===== src/rtl/ds_pkg.sv =====
// Shared types and constants for the ds_slice register-slice family.
package ds_pkg;

  // Flow-control flavour of a slice.
  typedef enum logic [1:0] {
    FC_BI,
    FC_UNI,
    FC_NO
  } t_fc;

  // Occupancy of one two-entry skid stage.
  typedef enum logic [1:0] {
    EMPTY,
    ONE,
    FULL
  } t_skid_state;

  localparam int DS_MAX_STAGES = 16;

  // Width of a counter that holds 0..2*stages words.
  function automatic int ds_cnt_w(input int stages);
    return $clog2(2 * stages + 1);
  endfunction

endpackage


===== src/rtl/ds_if.sv =====
// Valid/ready data stream bundle carrying one DTYPE word per transfer.
interface ds_if #(
  parameter type         DTYPE = logic [7:0],
  parameter ds_pkg::t_fc FC    = ds_pkg::FC_BI
);
  logic vld;
  logic rdy;
  DTYPE data;

  // FC documents the intended use of the bundle; no signal depends on it.
  localparam ds_pkg::t_fc unused_fc = FC;

  modport mst (output vld, output data, input rdy);
  modport slv (input vld, input data, output rdy);
endinterface


===== src/rtl/ds_skid.sv =====
// One fully registered valid/ready stage: a two-entry skid buffer whose
// upstream ready comes from a flop, so no combinational path crosses it.
module ds_skid
  import ds_pkg::*;
#(
  parameter type DTYPE = logic [7:0]
) (
  input logic clk,
  input logic rst_n,
  ds_if.slv   s,
  ds_if.mst   m
);

  t_skid_state state_q, state_d;
  logic        rdy_q;
  DTYPE        main_q, skid_q;
  logic        acc, drn;
  logic        load_main, main_from_skid, load_skid;

  assign acc = s.vld & rdy_q;
  assign drn = (state_q != EMPTY) & m.rdy;

  // Next occupancy and which payload register captures this cycle.
  always_comb begin
    // NOTE: every output gets a default first so no path infers a latch.
    state_d        = state_q;
    load_main      = 1'b0;
    main_from_skid = 1'b0;
    load_skid      = 1'b0;
    unique case (state_q)
      EMPTY: if (acc) begin
        state_d   = ONE;
        load_main = 1'b1;
      end
      ONE: begin
        if (acc && drn) begin
          load_main = 1'b1;
        end else if (acc) begin
          state_d   = FULL;
          load_skid = 1'b1;
        end else if (drn) begin
          state_d = EMPTY;
        end
      end
      FULL: if (drn) begin
        state_d        = ONE;
        main_from_skid = 1'b1;
      end
      default: state_d = EMPTY;
    endcase
  end

  // Occupancy and registered upstream ready; ready rises on the first edge out of reset.
  always_ff @(posedge clk or negedge rst_n) begin
    // NOTE: non-blocking assignments keep all flops updating from pre-edge values.
    if (!rst_n) begin
      state_q <= EMPTY;
      rdy_q   <= 1'b0;
    end else begin
      state_q <= state_d;
      rdy_q   <= (state_d != FULL);
    end
  end

  // Payload registers move only on accept or skid drain.
  always_ff @(posedge clk) begin
    // NOTE: payload registers carry no reset; the state flops qualify them.
    if (load_main)           main_q <= s.data;
    else if (main_from_skid) main_q <= skid_q;
    if (load_skid)           skid_q <= s.data;
  end

  assign s.rdy  = rdy_q;
  assign m.vld  = (state_q != EMPTY);
  assign m.data = main_q;

endmodule


===== src/rtl/ds_slice.sv =====
// Configurable pipeline slice: STAGES skid buffers (FC_BI), a valid/data
// delay line (FC_UNI) or a bare data delay line (FC_NO), plus an occupancy count.
module ds_slice
  import ds_pkg::*;
#(
  parameter type DTYPE  = logic [7:0],
  parameter t_fc FC     = FC_BI,
  parameter int  STAGES = 2
) (
  input  logic                          clk,
  input  logic                          rst_n,
  ds_if.slv                             s,
  ds_if.mst                             m,
  output logic [ds_cnt_w(STAGES)-1:0]   cnt
);

  localparam int CW = ds_cnt_w(STAGES);

  logic inc, dec;

  if (STAGES < 1 || STAGES > DS_MAX_STAGES) begin : g_bad_stages
    $error("ds_slice: STAGES=%0d outside 1..%0d", STAGES, DS_MAX_STAGES);
  end

  case (FC)
    FC_BI: begin : g_bi
      ds_if #(.DTYPE(DTYPE), .FC(FC)) lnk [STAGES+1] ();

      assign lnk[0].vld      = s.vld;
      assign lnk[0].data     = s.data;
      assign s.rdy           = lnk[0].rdy;
      assign m.vld           = lnk[STAGES].vld;
      assign m.data          = lnk[STAGES].data;
      assign lnk[STAGES].rdy = m.rdy;

      for (genvar i = 0; i < STAGES; i++) begin : g_st
        ds_skid #(.DTYPE(DTYPE)) u_skid (
          .clk   (clk),
          .rst_n (rst_n),
          .s     (lnk[i]),
          .m     (lnk[i+1])
        );
      end

      assign inc = s.vld & s.rdy;
      assign dec = m.vld & m.rdy;
    end

    FC_UNI: begin : g_uni
      logic [STAGES-1:0] vld_q;
      DTYPE              data_q [STAGES];
      logic              unused_rdy;

      // Valid shift register; downstream ready has no influence.
      always_ff @(posedge clk or negedge rst_n) begin
        if (!rst_n) begin
          vld_q <= '0;
        end else begin
          for (int i = STAGES - 1; i > 0; i--) vld_q[i] <= vld_q[i-1];
          vld_q[0] <= s.vld;
        end
      end

      // Data follows its valid bit; idle slots keep their old contents.
      always_ff @(posedge clk) begin
        if (s.vld) data_q[0] <= s.data;
        for (int i = 1; i < STAGES; i++) begin
          if (vld_q[i-1]) data_q[i] <= data_q[i-1];
        end
      end

      assign s.rdy      = 1'b1;
      assign m.vld      = vld_q[STAGES-1];
      assign m.data     = data_q[STAGES-1];
      assign unused_rdy = m.rdy;
      assign inc        = s.vld;
      assign dec        = vld_q[STAGES-1];
    end

    FC_NO: begin : g_no
      DTYPE data_q [STAGES];
      logic unused_vld, unused_rdy;

      // Plain data delay line, loaded every cycle.
      always_ff @(posedge clk) begin
        data_q[0] <= s.data;
        for (int i = 1; i < STAGES; i++) data_q[i] <= data_q[i-1];
      end

      assign s.rdy      = 1'b1;
      assign m.vld      = 1'b1;
      assign m.data     = data_q[STAGES-1];
      assign unused_vld = s.vld;
      assign unused_rdy = m.rdy;
      // Counts up once per cycle until the line is primed, then holds.
      assign inc        = (cnt != CW'(STAGES));
      assign dec        = 1'b0;
    end

    default: begin : g_bad_fc
      $error("ds_slice: unsupported flow-control mode");
      assign inc = 1'b0;
      assign dec = 1'b0;
    end
  endcase

  // Occupancy: words accepted minus words delivered.
  always_ff @(posedge clk or negedge rst_n) begin
    if (!rst_n) cnt <= '0;
    else        cnt <= cnt + CW'(inc) - CW'(dec);
  end

endmodule


===== src/flat_wrapper.sv =====
// flat-port wrapper written by rule: the top's interface ports become plain ports
module ds_slice_flat import ds_pkg::*;
#(
  parameter type DTYPE  = logic [7:0],
  parameter t_fc FC     = FC_BI,
  parameter int  STAGES = 2
)
  (clk, rst_n, cnt, s_vld, s_data, s_rdy, m_vld, m_data, m_rdy);
  ds_if #(.DTYPE(DTYPE), .FC(FC)) s_i ();
  ds_if #(.DTYPE(DTYPE), .FC(FC)) m_i ();
  input  logic clk;
  input  logic rst_n;
  output logic [ds_cnt_w(STAGES)-1:0] cnt;
  input wire logic [$bits(s_i.vld)-1:0] s_vld;
  input wire logic [$bits(s_i.data)-1:0] s_data;
  output wire logic [$bits(s_i.rdy)-1:0] s_rdy;
  output wire logic [$bits(m_i.vld)-1:0] m_vld;
  output wire logic [$bits(m_i.data)-1:0] m_data;
  input wire logic [$bits(m_i.rdy)-1:0] m_rdy;
  assign s_i.vld = s_vld;
  assign s_i.data = s_data;
  assign s_rdy = s_i.rdy;
  assign m_vld = m_i.vld;
  assign m_data = m_i.data;
  assign m_i.rdy = m_rdy;
  ds_slice #(.DTYPE(DTYPE), .FC(FC), .STAGES(STAGES)) u_core (.clk(clk), .rst_n(rst_n), .s(s_i), .m(m_i), .cnt(cnt));
endmodule

===== config.mk =====
export PLATFORM = sky130hd
export DESIGN_NAME = ds_slice_flat
export DESIGN_NICKNAME = d
export VERILOG_FILES = /design/src/rtl/ds_pkg.sv /design/src/rtl/ds_if.sv /design/src/rtl/ds_skid.sv /design/src/rtl/ds_slice.sv /design/src/flat_wrapper.sv
export SDC_FILE = /design/constraint.sdc
export NUM_CORES = 1
export LEC_CHECK = 0
export ABC_AREA = 1
export CAP_MARGIN = 20
export CORE_MARGIN = 8
export CORE_UTILIZATION = 50
export DETAILED_ROUTE_END_ITERATION = 6
export GPL_TIMING_DRIVEN = 0
export MAX_ROUTING_LAYER = met4
export PLACE_DENSITY_LB_ADDON = 0.2
export SYNTH_ARGS = -nofsm -noshare
export SYNTH_HDL_FRONTEND = slang
export SYNTH_SLANG_ARGS = --single-unit

===== constraint.sdc =====
create_clock -name clk -period 4.8 [get_ports clk]
set_input_delay 1.2 -clock clk [delete_from_list [all_inputs] [get_ports clk]]
set_output_delay 1.2 -clock clk [all_outputs]
set_load 0.1 [all_outputs]

==> results.py, run 1 <==
metrics = {
    "routing": {
        "m1WireLength_um": 1090,
        "top_layer": "met4",
        "drtPass1Iterations": 4,
        "finalWirelength_um": 2586,
        "wl_met3_um": 185,
        "routedWlPerCell_um": 11.70,
        "ant_nets": 0,
        "via_per_inst": 4.846,
        "drcViolationCount": 0,
        "wl_met2_um": 1253,
        "num_vias": 1071,
        "drt-initial-drc-count": 63,
    },
    "floorplan": {
        "rows": 21,
        "io_pins": 25,
        "die_h_um": 74.60,
        "dieArea_um2": 5564,
        "core-area_um2": 3311,
        "initial_core_util_pct": 51.85,
        "fp.dieW_um": 74.60,
    },
    "layout": {
        "drive_gt1_share_pct": 13.14,
        "final_common_cell": "nand2_1",
        "final_cell_mix": "46 x nand2_1, 32 x edfxtp_1, 24 x clkdlybuf4s50_1, 11 x nand3_1",
        "utilization_pct": 63.04,
        "nNetsFinal": 189,
        "area_growth_pct": 21.57,
        "n_antenna_cell": 0,
    },
    "placed_design": {
        "portBuffers": 24,
        "place.detailed.hpwl_um": 2074,
        "place_congestion": 0.8063,
    },
    "yosys": {
        "syn-num-nets": 158,
        "synth_seq_cells": 41,
        "syn-cell-area_um2": 1717,
        "syn-instance-count": 144,
        "ys_types": 24,
        "ys_seq_area_share_pct": 69.10,
        "avgSynthCellArea_um2": 11.92,
        "synth.yosys.warnings": 0,
    },
    "status": {
        "status": "finished clean",
    },
    "sta": {
        "tns_ns": 0,
        "fmax_ghz": 0.3140,
        "finClkSkew_ns": 0.007031,
        "setup_viol_count_final": 0,
        "final_hold_viol_count": 0,
        "fin_crit_sh_pct": 66.34,
        "worst_pin_slew_ns": 0.9826,
        "maxSlewViolCount": 0,
        "min_period_ns": 3.184,
        "rsz0062_at_grt": "false",
        "relSlewSlack_pct": 34.29,
    },
    "grt": {
        "grt_pass1_vias": 1064,
        "grt_max_degree": 13,
        "grt-ovfl-total": 0,
        "grt_use_total_pct": 10.88,
        "grt_pass1_wl_um": 4374,
        "antenna_found_initial": 0,
    },
    "min_path": {
        "holdCritPathClass": "register to register",
    },
    "clock_tree": {
        "htreeDepth": 2,
        "cts_num_sinks": 41,
        "post_cts_buffers": 0,
        "ctsResizeCount": 0,
        "cts_tree": "done",
        "clockBufferDepth": 2,
        "worstSkewPairLatency_ns": 0.35,
        "hold_buffers": 0,
        "clk_pin_slew_ns": 0.11,
        "cts_root_buffer": "clkbuf_4",
        "cts_buffers": 5,
    },
    "critical_path": {
        "cp_max_fo": 4,
        "worstPathArrival_ns": 1.98,
        "critPathLaunchType": "register",
        "crit_path_end_kind": "output port",
        "cp.required_ns": 3.60,
        "crit_type": "register to output port",
    },
    "job": {
        "max_cap_violations": 0,
    },
}
[state kept, by name, summed over array words and instances, names as in the netlist]
signal / count
u_core.g_bi.g_st.u_skid.state_q: 4
u_core.g_bi.g_st.u_skid.m.data: 16
u_core.g_bi.g_st.u_skid.skid_q: 16
u_core.cnt: 3
u_core.g_bi.g_st.u_skid.s.rdy: 2
[critical path: stages (launching register included)]
cell and delay [ns]:
dfrtp_1 0.40, nor2_1 0.06, inv_2 0.05, clkdlybuf4s50_1 1.12
[final timing paths]
| check | startpoint | endpoint | slack [ns] | depth (start not counted) |
|---|---|---|---|---|
| worst max-delay path | u_core.g_bi.g_st[1].u_skid.state_q[1] | m_vld | 1.62 | 3 |
| max in group asynchronous | rst_n | u_core.cnt[0] | 3.37 | 1 |
| min in group asynchronous | rst_n | u_core.g_bi.g_st[1].u_skid.s.rdy | 1.14 | 1 |
| worst min-delay path | u_core.g_bi.g_st[0].u_skid.m.data[6] | u_core.g_bi.g_st[1].u_skid.skid_q[6] | 0.45 | 0 |
| worst min register to register | u_core.g_bi.g_st[0].u_skid.m.data[6] | u_core.g_bi.g_st[1].u_skid.skid_q[6] | 0.45 | 0 |
| worst max register to register | u_core.g_bi.g_st[1].u_skid.state_q[0] | u_core.cnt[2] | 3.02 | 8 |
[cells in the mapped netlist (all sizes together)]
master  instances  area share [%]
xnor2           1            0.51
ha              1            0.73
o21ai           4             1.4
nand2          49              11
edfxtp         32              56
xor2            1            0.51
or2             1            0.36
inv            12             2.6
nand3          12             4.2
dfrtp           9              13
nand4           9             3.3
buf             3             1.2
fa              1             1.2
nor2            9             3.5
[kinds of logic after synthesis]
family	Yosys count	synth area share [%]
compound gates	4	1.385
xor+xnor	2	1.021
fa+ha+maj	2	1.895
buf+inv	15	3.790
flops	41	69.10
simple gates	80	22.81
[per-stage QoR]
stage	hold slack (ns)	instances	cell area (um2)	setup slack, ns
floorplan	0.4268	144	1717	2.436
global placement	0.4386	214	2014	1.865
detailed placement	0.4368	214	2014	1.808
CTS	0.4599	221	2087	1.592
global route	0.4756	221	2087	1.545
finish	0.4548	221	2087	1.616
[per-layer routing]
metal  global-route usage (%)  up-vias
li1                         -      552
met2                    18.01       29
met3                    5.121        7
met4                    5.870        0
met1                    10.22      483
met5                        -        -
[layout make-up]
type	instances	area (um2)
Tap cell	46	57.56
Fill cell	273	1224
Clock buffer	5	37.54
Multi-Input combinational cell	88	465.4
Timing Repair Buffer	24	240.2
Inverter	12	45.04
Buffer	3	20.02
Sequential cell	41	1186
Clock inverter	2	35.03
Power of run 1 is not shown: default switching activity piles up to over one toggle a cycle in this logic, so the estimate is an artifact.
==> inputs of run 2 (changes only) <==
clock period = 2.97 ns   (was 4.8 ns; I/O delays follow)
==> results of run 2 <==
Same layout as run 1 (identical final DEF). Status: finished clean.
Among the figures that moved: setup slack after placement 1.808 ns -> 0.4354 ns; setup slack after layout 1.616 ns -> 0.2431 ns; register-to-register setup slack 3.02 ns -> 1.19 ns
Power of run 2 is left out for the same reason.
